`config.mk`:
```
export PLATFORM = sky130hd
export DESIGN_NAME = writeback_unit_flat
export DESIGN_NICKNAME = d
export VERILOG_FILES = /design/src/rtl/writeback_unit_if.sv /design/src/rtl/writeback_unit.sv /design/src/flat_wrapper.sv
export SDC_FILE = /design/constraint.sdc
export NUM_CORES = 1
export LEC_CHECK = 0
export BUFFER_PORTS_ARGS = -buffer_cell sky130_fd_sc_hd__buf_2
export CAP_MARGIN = 20
export CORE_MARGIN = 1.5
export CORE_UTILIZATION = 41
export DETAILED_ROUTE_END_ITERATION = 8
export PLACE_DENSITY_LB_ADDON = 0.05
export SETUP_SLACK_MARGIN = 0.2
export SYNTH_ARGS = -nofsm -noshare
export SYNTH_HDL_FRONTEND = slang
export SYNTH_SLANG_ARGS = --single-unit
```
`constraint.sdc`:
```
create_clock -name clk -period 10.3 [get_ports clk]
set_input_delay 2.06 -clock clk [delete_from_list [all_inputs] [get_ports clk]]
set_output_delay 2.06 -clock clk [all_outputs]
set_load 0.05 [all_outputs]
```
`src/rtl/writeback_unit_if.sv`:
```
// Writeback handshake bundle: ALU/load result offers in,
// register-file write port and queue status out.
interface writeback_unit_if #(
  parameter int DEPTH = 4
);
  localparam int CW = $clog2(DEPTH) + 1;

  logic          alu_valid;
  logic [4:0]    alu_rd;
  logic [63:0]   alu_data;
  logic          alu_ready;

  logic          ld_valid;
  logic [4:0]    ld_rd;
  logic [63:0]   ld_data;
  logic          ld_ready;

  logic          WriteReg;
  logic [4:0]    RegWrite;
  logic [63:0]   WriteData;
  logic [31:0]   pending;
  logic [CW-1:0] count;

  modport master (
    output alu_valid, alu_rd, alu_data,
    input  alu_ready,
    output ld_valid, ld_rd, ld_data,
    input  ld_ready,
    input  WriteReg, RegWrite, WriteData,
    input  pending, count
  );

  modport slave (
    input  alu_valid, alu_rd, alu_data,
    output alu_ready,
    input  ld_valid, ld_rd, ld_data,
    output ld_ready,
    output WriteReg, RegWrite, WriteData,
    output pending, count
  );
endinterface

```
`src/rtl/writeback_unit.sv`:
```
// Writeback result queue: merges ALU and load results in
// program order and drains one register write per cycle.
module writeback_unit #(
  parameter int DEPTH = 4
) (
  input logic             clk,
  input logic             reset,
  writeback_unit_if.slave wb
);
  localparam int AW = $clog2(DEPTH);
  localparam int CW = AW + 1;

  typedef struct packed {
    logic [4:0]  rd;
    logic [63:0] data;
  } entry_t;

  entry_t        q [DEPTH];
  logic [AW-1:0] head;
  logic [AW-1:0] tail;
  logic [CW-1:0] cnt;
  logic          we_q;
  logic [4:0]    idx_q;
  logic [63:0]   dat_q;

  logic          ld_go;
  logic          alu_go;
  logic          pop;
  logic [AW-1:0] alu_slot;
  logic [1:0]    npush;
  logic [AW-1:0] off;
  logic [31:0]   pend;

  assign wb.ld_ready  = cnt < CW'(DEPTH);
  assign wb.alu_ready = (cnt <= CW'(DEPTH - 2)) ||
                        (cnt == CW'(DEPTH - 1) && !wb.ld_valid);

  // x0 results complete the handshake but never occupy a slot
  assign ld_go  = reset && wb.ld_valid && wb.ld_ready &&
                  (wb.ld_rd != 5'd0);
  assign alu_go = reset && wb.alu_valid && wb.alu_ready &&
                  (wb.alu_rd != 5'd0);
  assign pop    = cnt != '0;

  assign alu_slot = ld_go ? tail + AW'(1) : tail;
  assign npush    = {1'b0, ld_go} + {1'b0, alu_go};

  always_ff @(posedge clk) begin
    if (ld_go)
      q[tail] <= '{rd: wb.ld_rd, data: wb.ld_data};
    if (alu_go)
      q[alu_slot] <= '{rd: wb.alu_rd, data: wb.alu_data};
  end

  always_ff @(posedge clk or negedge reset) begin
    if (!reset) begin
      head  <= '0;
      tail  <= '0;
      cnt   <= '0;
      we_q  <= 1'b0;
      idx_q <= 5'd0;
      dat_q <= 64'd0;
    end else begin
      tail <= tail + AW'(npush);
      cnt  <= cnt + CW'(npush) - CW'(pop);
      if (pop) begin
        head  <= head + AW'(1);
        we_q  <= 1'b1;
        idx_q <= q[head].rd;
        dat_q <= q[head].data;
      end else begin
        we_q <= 1'b0;
      end
    end
  end

  // Live slots are those within cnt of head, modulo DEPTH
  always_comb begin
    pend = '0;
    off  = '0;
    for (int i = 0; i < DEPTH; i++) begin
      off = AW'(i) - head;
      if (CW'(off) < cnt)
        pend[q[i].rd] = 1'b1;
    end
    if (we_q)
      pend[idx_q] = 1'b1;
  end

  assign wb.pending   = pend;
  assign wb.count     = cnt;
  assign wb.WriteReg  = we_q;
  assign wb.RegWrite  = idx_q;
  assign wb.WriteData = dat_q;
endmodule

```
`src/flat_wrapper.sv`:
```
// flat-port wrapper written by rule: the top's interface ports become plain ports
module writeback_unit_flat 
#(
  parameter int DEPTH = 4
)
  (clk, reset, wb_alu_valid, wb_alu_rd, wb_alu_data, wb_alu_ready, wb_ld_valid, wb_ld_rd, wb_ld_data, wb_ld_ready, wb_WriteReg, wb_RegWrite, wb_WriteData, wb_pending, wb_count);
  writeback_unit_if #(.DEPTH(DEPTH)) wb_i ();
  input logic clk;
  input logic reset;
  input wire logic [$bits(wb_i.alu_valid)-1:0] wb_alu_valid;
  input wire logic [$bits(wb_i.alu_rd)-1:0] wb_alu_rd;
  input wire logic [$bits(wb_i.alu_data)-1:0] wb_alu_data;
  output wire logic [$bits(wb_i.alu_ready)-1:0] wb_alu_ready;
  input wire logic [$bits(wb_i.ld_valid)-1:0] wb_ld_valid;
  input wire logic [$bits(wb_i.ld_rd)-1:0] wb_ld_rd;
  input wire logic [$bits(wb_i.ld_data)-1:0] wb_ld_data;
  output wire logic [$bits(wb_i.ld_ready)-1:0] wb_ld_ready;
  output wire logic [$bits(wb_i.WriteReg)-1:0] wb_WriteReg;
  output wire logic [$bits(wb_i.RegWrite)-1:0] wb_RegWrite;
  output wire logic [$bits(wb_i.WriteData)-1:0] wb_WriteData;
  output wire logic [$bits(wb_i.pending)-1:0] wb_pending;
  output wire logic [$bits(wb_i.count)-1:0] wb_count;
  assign wb_i.alu_valid = wb_alu_valid;
  assign wb_i.alu_rd = wb_alu_rd;
  assign wb_i.alu_data = wb_alu_data;
  assign wb_alu_ready = wb_i.alu_ready;
  assign wb_i.ld_valid = wb_ld_valid;
  assign wb_i.ld_rd = wb_ld_rd;
  assign wb_i.ld_data = wb_ld_data;
  assign wb_ld_ready = wb_i.ld_ready;
  assign wb_WriteReg = wb_i.WriteReg;
  assign wb_RegWrite = wb_i.RegWrite;
  assign wb_WriteData = wb_i.WriteData;
  assign wb_pending = wb_i.pending;
  assign wb_count = wb_i.count;
  writeback_unit #(.DEPTH(DEPTH)) u_core (.clk(clk), .reset(reset), .wb(wb_i));
endmodule
```
==> impl_results.html <==
<table>
<tr><th>Metric</th><th>Value</th></tr>
<tr><th colspan="2">Clock tree</th></tr>
<tr><td>Clock tree from TritonCTS</td><td>yes</td></tr>
<tr><td>Clock Root Buffer</td><td>sky130_fd_sc_hd__clkbuf_16</td></tr>
<tr><td>H-tree Lvls</td><td>2</td></tr>
<tr><td>Clock transition at the registers of the reported paths</td><td>0.06 ns</td></tr>
<tr><td>Worst-case clock buffer depth</td><td>3</td></tr>
<tr><td>Clock sinks</td><td>353</td></tr>
<tr><td># resized after CTS</td><td>0</td></tr>
<tr><td>Clock insertion delay at the later pin of the skew report</td><td>0.56 ns</td></tr>
<tr><td>Total CTS buffers</td><td>41</td></tr>
<tr><td>Hold buffer count at cts</td><td>0</td></tr>
<tr><td>Post-CTS Setup Repair Bufs</td><td>0</td></tr>
<tr><th colspan="2">Yosys</th></tr>
<tr><td>Top cell type by total area after synthesis</td><td>sky130_fd_sc_hd__edfxtp_1</td></tr>
<tr><td>Prevailing post-synth register cell</td><td>sky130_fd_sc_hd__edfxtp_1</td></tr>
<tr><td>Yosys top cell area share</td><td>46.14%</td></tr>
<tr><td>Post-synth ARST share</td><td>21.81%</td></tr>
<tr><td>Number of unique standard cell types used by synthesis</td><td>58</td></tr>
<tr><td>Post-synthesis instance area</td><td>0.01796 mm2</td></tr>
<tr><td>Mean cell area of the mapped netlist</td><td>14.21 um2</td></tr>
<tr><td>Post-synthesis net count</td><td>1,420</td></tr>
<tr><td>Post-synthesis sequential element count</td><td>353</td></tr>
<tr><td>Mapped Cells</td><td>~1.3k</td></tr>
<tr><td>YS warnings</td><td>0</td></tr>
<tr><td>Number of enable flip-flop cells after synthesis</td><td>276</td></tr>
<tr><td>Share of the yosys chip area belonging to registers</td><td>between 50% and 60%</td></tr>
<tr><td>Top cells by area, synth</td><td>sky130_fd_sc_hd__edfxtp_1 46%, sky130_fd_sc_hd__mux2_2 13%, sky130_fd_sc_hd__dfrtp_1 11%</td></tr>
<tr><th colspan="2">Power and ir drop</th></tr>
<tr><td>Power per standard cell area</td><td>286.7 mW/mm2</td></tr>
<tr><td>IR drop worst, VDD</td><td>0.2035 mV</td></tr>
<tr><td>Clock group share of total power</td><td>around 23%</td></tr>
<tr><td>Reg power frac</td><td>35.6%</td></tr>
<tr><td>Leakage power summed over all cells</td><td>0.008084 uW</td></tr>
<tr><td>Cell internal pwr</td><td>3534 uW</td></tr>
<tr><td>Logic pwr share</td><td>between 40% and 50%</td></tr>
<tr><td>Power dissipated by switching net loads</td><td>2520 uW</td></tr>
<tr><td>Sw Ratio</td><td>41.62%</td></tr>
<tr><th colspan="2">Setup path</th></tr>
<tr><td>RR Endpoint</td><td>u_core.q[1][63]</td></tr>
<tr><td>R2r startpoint</td><td>u_core.wb.count[2]</td></tr>
<tr><td>Startpoint class of the critical path</td><td>register</td></tr>
<tr><td>Worst EP required</td><td>a little over 8 ns</td></tr>
<tr><td>Startpoint-to-endpoint class of the critical path</td><td>reg2out</td></tr>
<tr><td>Arrival time of data at the critical path endpoint</td><td>a little under 4 ns</td></tr>
<tr><td>Endpoint class of the critical path</td><td>primary output</td></tr>
<tr><td>Number of cells on the worst reg-to-reg path</td><td>6</td></tr>
<tr><td>Largest fanout on the critical path</td><td>42</td></tr>
<tr><td>R2R setup slack</td><td>6.71 ns</td></tr>
<tr><th colspan="2">Timing</th></tr>
<tr><td>Setup violations, final</td><td>0</td></tr>
<tr><td>Pin slew with the least headroom to its limit</td><td>1.015 ns</td></tr>
<tr><td>Hold Worst Slack</td><td>roughly 0.46 ns</td></tr>
<tr><td>Setup repair after global routing missed its margin</td><td>false</td></tr>
<tr><td>Number of failing hold endpoints at the final stage</td><td>0</td></tr>
<tr><td>Aggregate negative setup slack</td><td>0 ns</td></tr>
<tr><td>Max Clock Freq</td><td>166.4 MHz</td></tr>
<tr><td>Final critical-path required period</td><td>6.009 ns</td></tr>
<tr><td>Worst rel slew slack</td><td>around 32%</td></tr>
<tr><td>Number of max-slew violations in the final report</td><td>0</td></tr>
<tr><td>Skew final</td><td>0.02900 ns</td></tr>
<tr><td>Share of the cycle needed by the critical path after routing</td><td>between 50 and 60%</td></tr>
<tr><th colspan="2">Run</th></tr>
<tr><td>Maximum Capacitance Violations</td><td>0</td></tr>
<tr><th colspan="2">Layout</th></tr>
<tr><td>Total Nets Final</td><td>1,655</td></tr>
<tr><td>Area Overhead vs Synth</td><td>17.55%</td></tr>
<tr><td>Most frequent cells in the layout</td><td>276 x sky130_fd_sc_hd__edfxtp_1, 247 x sky130_fd_sc_hd__nand2_1, 247 x sky130_fd_sc_hd__buf_2, 205 x sky130_fd_sc_hd__mux2_2, 75 x sky130_fd_sc_hd__dfrtp_1</td></tr>
<tr><td>Layout filler cell count</td><td>3,949</td></tr>
<tr><td>Fraction of the core area covered by cells at the end of the flow</td><td>between 40% and 50%</td></tr>
<tr><td>Fraction of final layout cells sized beyond drive strength 1</td><td>40.43%</td></tr>
<tr><td>Most common cell after layout, fill and taps aside</td><td>sky130_fd_sc_hd__edfxtp_1</td></tr>
<tr><td>Number of standard cells in the layout, taps in and fillers out</td><td>roughly 2.1k</td></tr>
<tr><td>Multi-input logic area</td><td>0.007372 mm2</td></tr>
<tr><td>Register Area</td><td>0.01022 mm2</td></tr>
<tr><th colspan="2">Global route</th></tr>
<tr><td>Antenna violations before repair</td><td>17</td></tr>
<tr><td>Gr usage total</td><td>23.25%</td></tr>
<tr><td>Grt total ovfl</td><td>0</td></tr>
<tr><td>Wire length of the first global-routing pass</td><td>76,820 um</td></tr>
<tr><td>Via count of the first global-routing pass</td><td>12.27k</td></tr>
<tr><td>Largest net degree at the start of global routing</td><td>73</td></tr>
<tr><th colspan="2">Drt</th></tr>
<tr><td>Drc violations</td><td>0</td></tr>
<tr><td>Via-to-Cell Ratio</td><td>~5.5</td></tr>
<tr><td>Detail Route Antenna Nets</td><td>0</td></tr>
<tr><td>Average wire per standard cell</td><td>around 24 um</td></tr>
<tr><td>Total wire length after detailed routing</td><td>about 52,000 um</td></tr>
<tr><td>DRT iter0 DRCs</td><td>813</td></tr>
<tr><td>Router iterations before antenna repair</td><td>6</td></tr>
<tr><td>Vias after detailed routing</td><td>11.75k</td></tr>
<tr><th colspan="2">Min path</th></tr>
<tr><td>Startpoint of the most critical hold path</td><td>u_core.wb.WriteData[43]</td></tr>
<tr><td>WHS Path Cells</td><td>2</td></tr>
<tr><td>Hold Crit Class</td><td>reg2reg</td></tr>
<tr><td>Endpoint, Worst Hold</td><td>u_core.wb.WriteData[43]</td></tr>
<tr><th colspan="2">Die</th></tr>
<tr><td>Vertical die dimension</td><td>212.3 um</td></tr>
<tr><td>Die ar.</td><td>0.04507 mm2</td></tr>
<tr><td>FP Rows</td><td>between 70 and 80</td></tr>
<tr><td>DIE WIDTH</td><td>between 200 and 250 um</td></tr>
<tr><td>Placeable core region</td><td>approximately 0.043 mm2</td></tr>
<tr><td>I/O pin cnt</td><td>249</td></tr>
<tr><td>Effective utilization at floorplan</td><td>41.60%</td></tr>
<tr><th colspan="2">Placed design</th></tr>
<tr><td>Number of buffers inserted by port buffering</td><td>248</td></tr>
<tr><td>Routability cong.</td><td>0.8865</td></tr>
<tr><td>Hpwl dp</td><td>32,690 um</td></tr>
<tr><td>Cell Count Post-Placement</td><td>about 2k</td></tr>
<tr><th colspan="2">Run status</th></tr>
<tr><td>Result of the run</td><td>finished, final reports clean</td></tr>
</table>
[flip-flops by register name, summed over array words and instances, names as in the netlist]
name and cells:
u_core.tail 2, u_core.wb.RegWrite 5, u_core.wb.WriteData 64, u_core.wb.count 3, u_core.q 276, u_core.head 2
u_core.wb.WriteReg 1
[how the worst max path moves through the flow]
stage                        start              end  slack, ns  depth (start not counted)
global route        u_core.head[0]    wb_pending[6]       4.04                          8
finish              u_core.head[0]    wb_pending[0]       4.29                          8
global placement    u_core.head[0]   wb_pending[16]       4.83                          8
floorplan              wb_ld_valid   u_core.q[2][0]       3.69                          5
detailed placement           reset  u_core.q[1][63]       4.80                          8
CTS                 u_core.head[0]    wb_pending[0]       4.25                          8
[per-layer routing]
layer  part of all wire, %  global-route usage [%]  up-vias
met1                    42                   29.80     5970
met2                    49                   38.86      323
met4                   2.7                   7.288       18
li1                      -                       -     5332
met5                  0.22                       0        -
met3                   6.0                   5.672      109
[kinds of logic (layout without fill, tap and decap cells)]
| kind of cell | Yosys count | count (layout) | share of synthesized area (%) |
|---|---|---|---|
| fa+ha+maj | 14 | 14 | 1.017 |
| compound gates | 98 | 98 | 4.451 |
| other cells | 0 | 6 | 0 |
| mux | 346 | 346 | 26.08 |
| xor+xnor | 8 | 8 | 0.4946 |
| flops | 353 | 353 | 56.87 |
| simple gates | 353 | 353 | 8.645 |
| buf+inv | 92 | 359 | 2.438 |
[through the flow]
stage	cell area (um2)	setup slack, ns	power [uW]
5_1_grt	21110	4.040	6373
2_1_floorplan	17960	3.690	3980
3_3_place_gp	19760	4.828	4694
3_5_place_dp	19760	4.797	4704
4_1_cts	21040	4.254	6122
6_report	21110	4.291	6053
[power by group through the flow]
stage          registers (uW)  clock network, uW  logic [uW]
3_5_place_dp             2180                  0        2520
4_1_cts                  2160               1440        2520
5_1_grt                  2200               1500        2680
6_report                 2150               1400        2500
2_1_floorplan            2580                  0        1400
3_3_place_gp             2180                  0        2510
[synthesized netlist by cell type (all sizes together) (2+ instances only)]
cell type and number:
a31oi 3, nand4 2, clkbuf 30, ha 13, or3b 2, o32ai 2, o22ai 14, o221ai 23
a211o 10, o21bai 3, o21ai 6, nand3 11, or3 2, edfxtp 276, and3b 3, xnor2 7
mux4 69, dfrtp 77, o211ai 6, buf 44, nor2b 9, nor3 10, or2 2, a221o 20
inv 18, nand3b 8, o2111ai 2, a21oi 4, nand4b 2, mux2 276, and3 2, nand2 248
nor2 29, a21o 2, nor3b 6, nand2b 14
[critical path, stage by stage (launching register included)]
cell,delay [ns]
sky130_fd_sc_hd__dfrtp_4,1.01
sky130_fd_sc_hd__xor2_1,0.23
sky130_fd_sc_hd__inv_1,0.07
sky130_fd_sc_hd__ha_1,0.27
sky130_fd_sc_hd__a21oi_1,0.57
sky130_fd_sc_hd__o21ai_1,0.43
sky130_fd_sc_hd__nor3_1,0.32
sky130_fd_sc_hd__a221o_1,0.20
sky130_fd_sc_hd__buf_2,0.26
[layout make-up]
class	count	area share, %
Antenna cell	6	0.07112
Clock inverter	14	0.5215
Timing Repair Buffer	266	6.720
Clock buffer	61	5.553
Sequential cell	353	48.42
Multi-Input combinational cell	819	34.92
Inverter	18	0.3319
Tap cell	585	3.467
No activity file was read; power rests on OpenSTA's default activity.
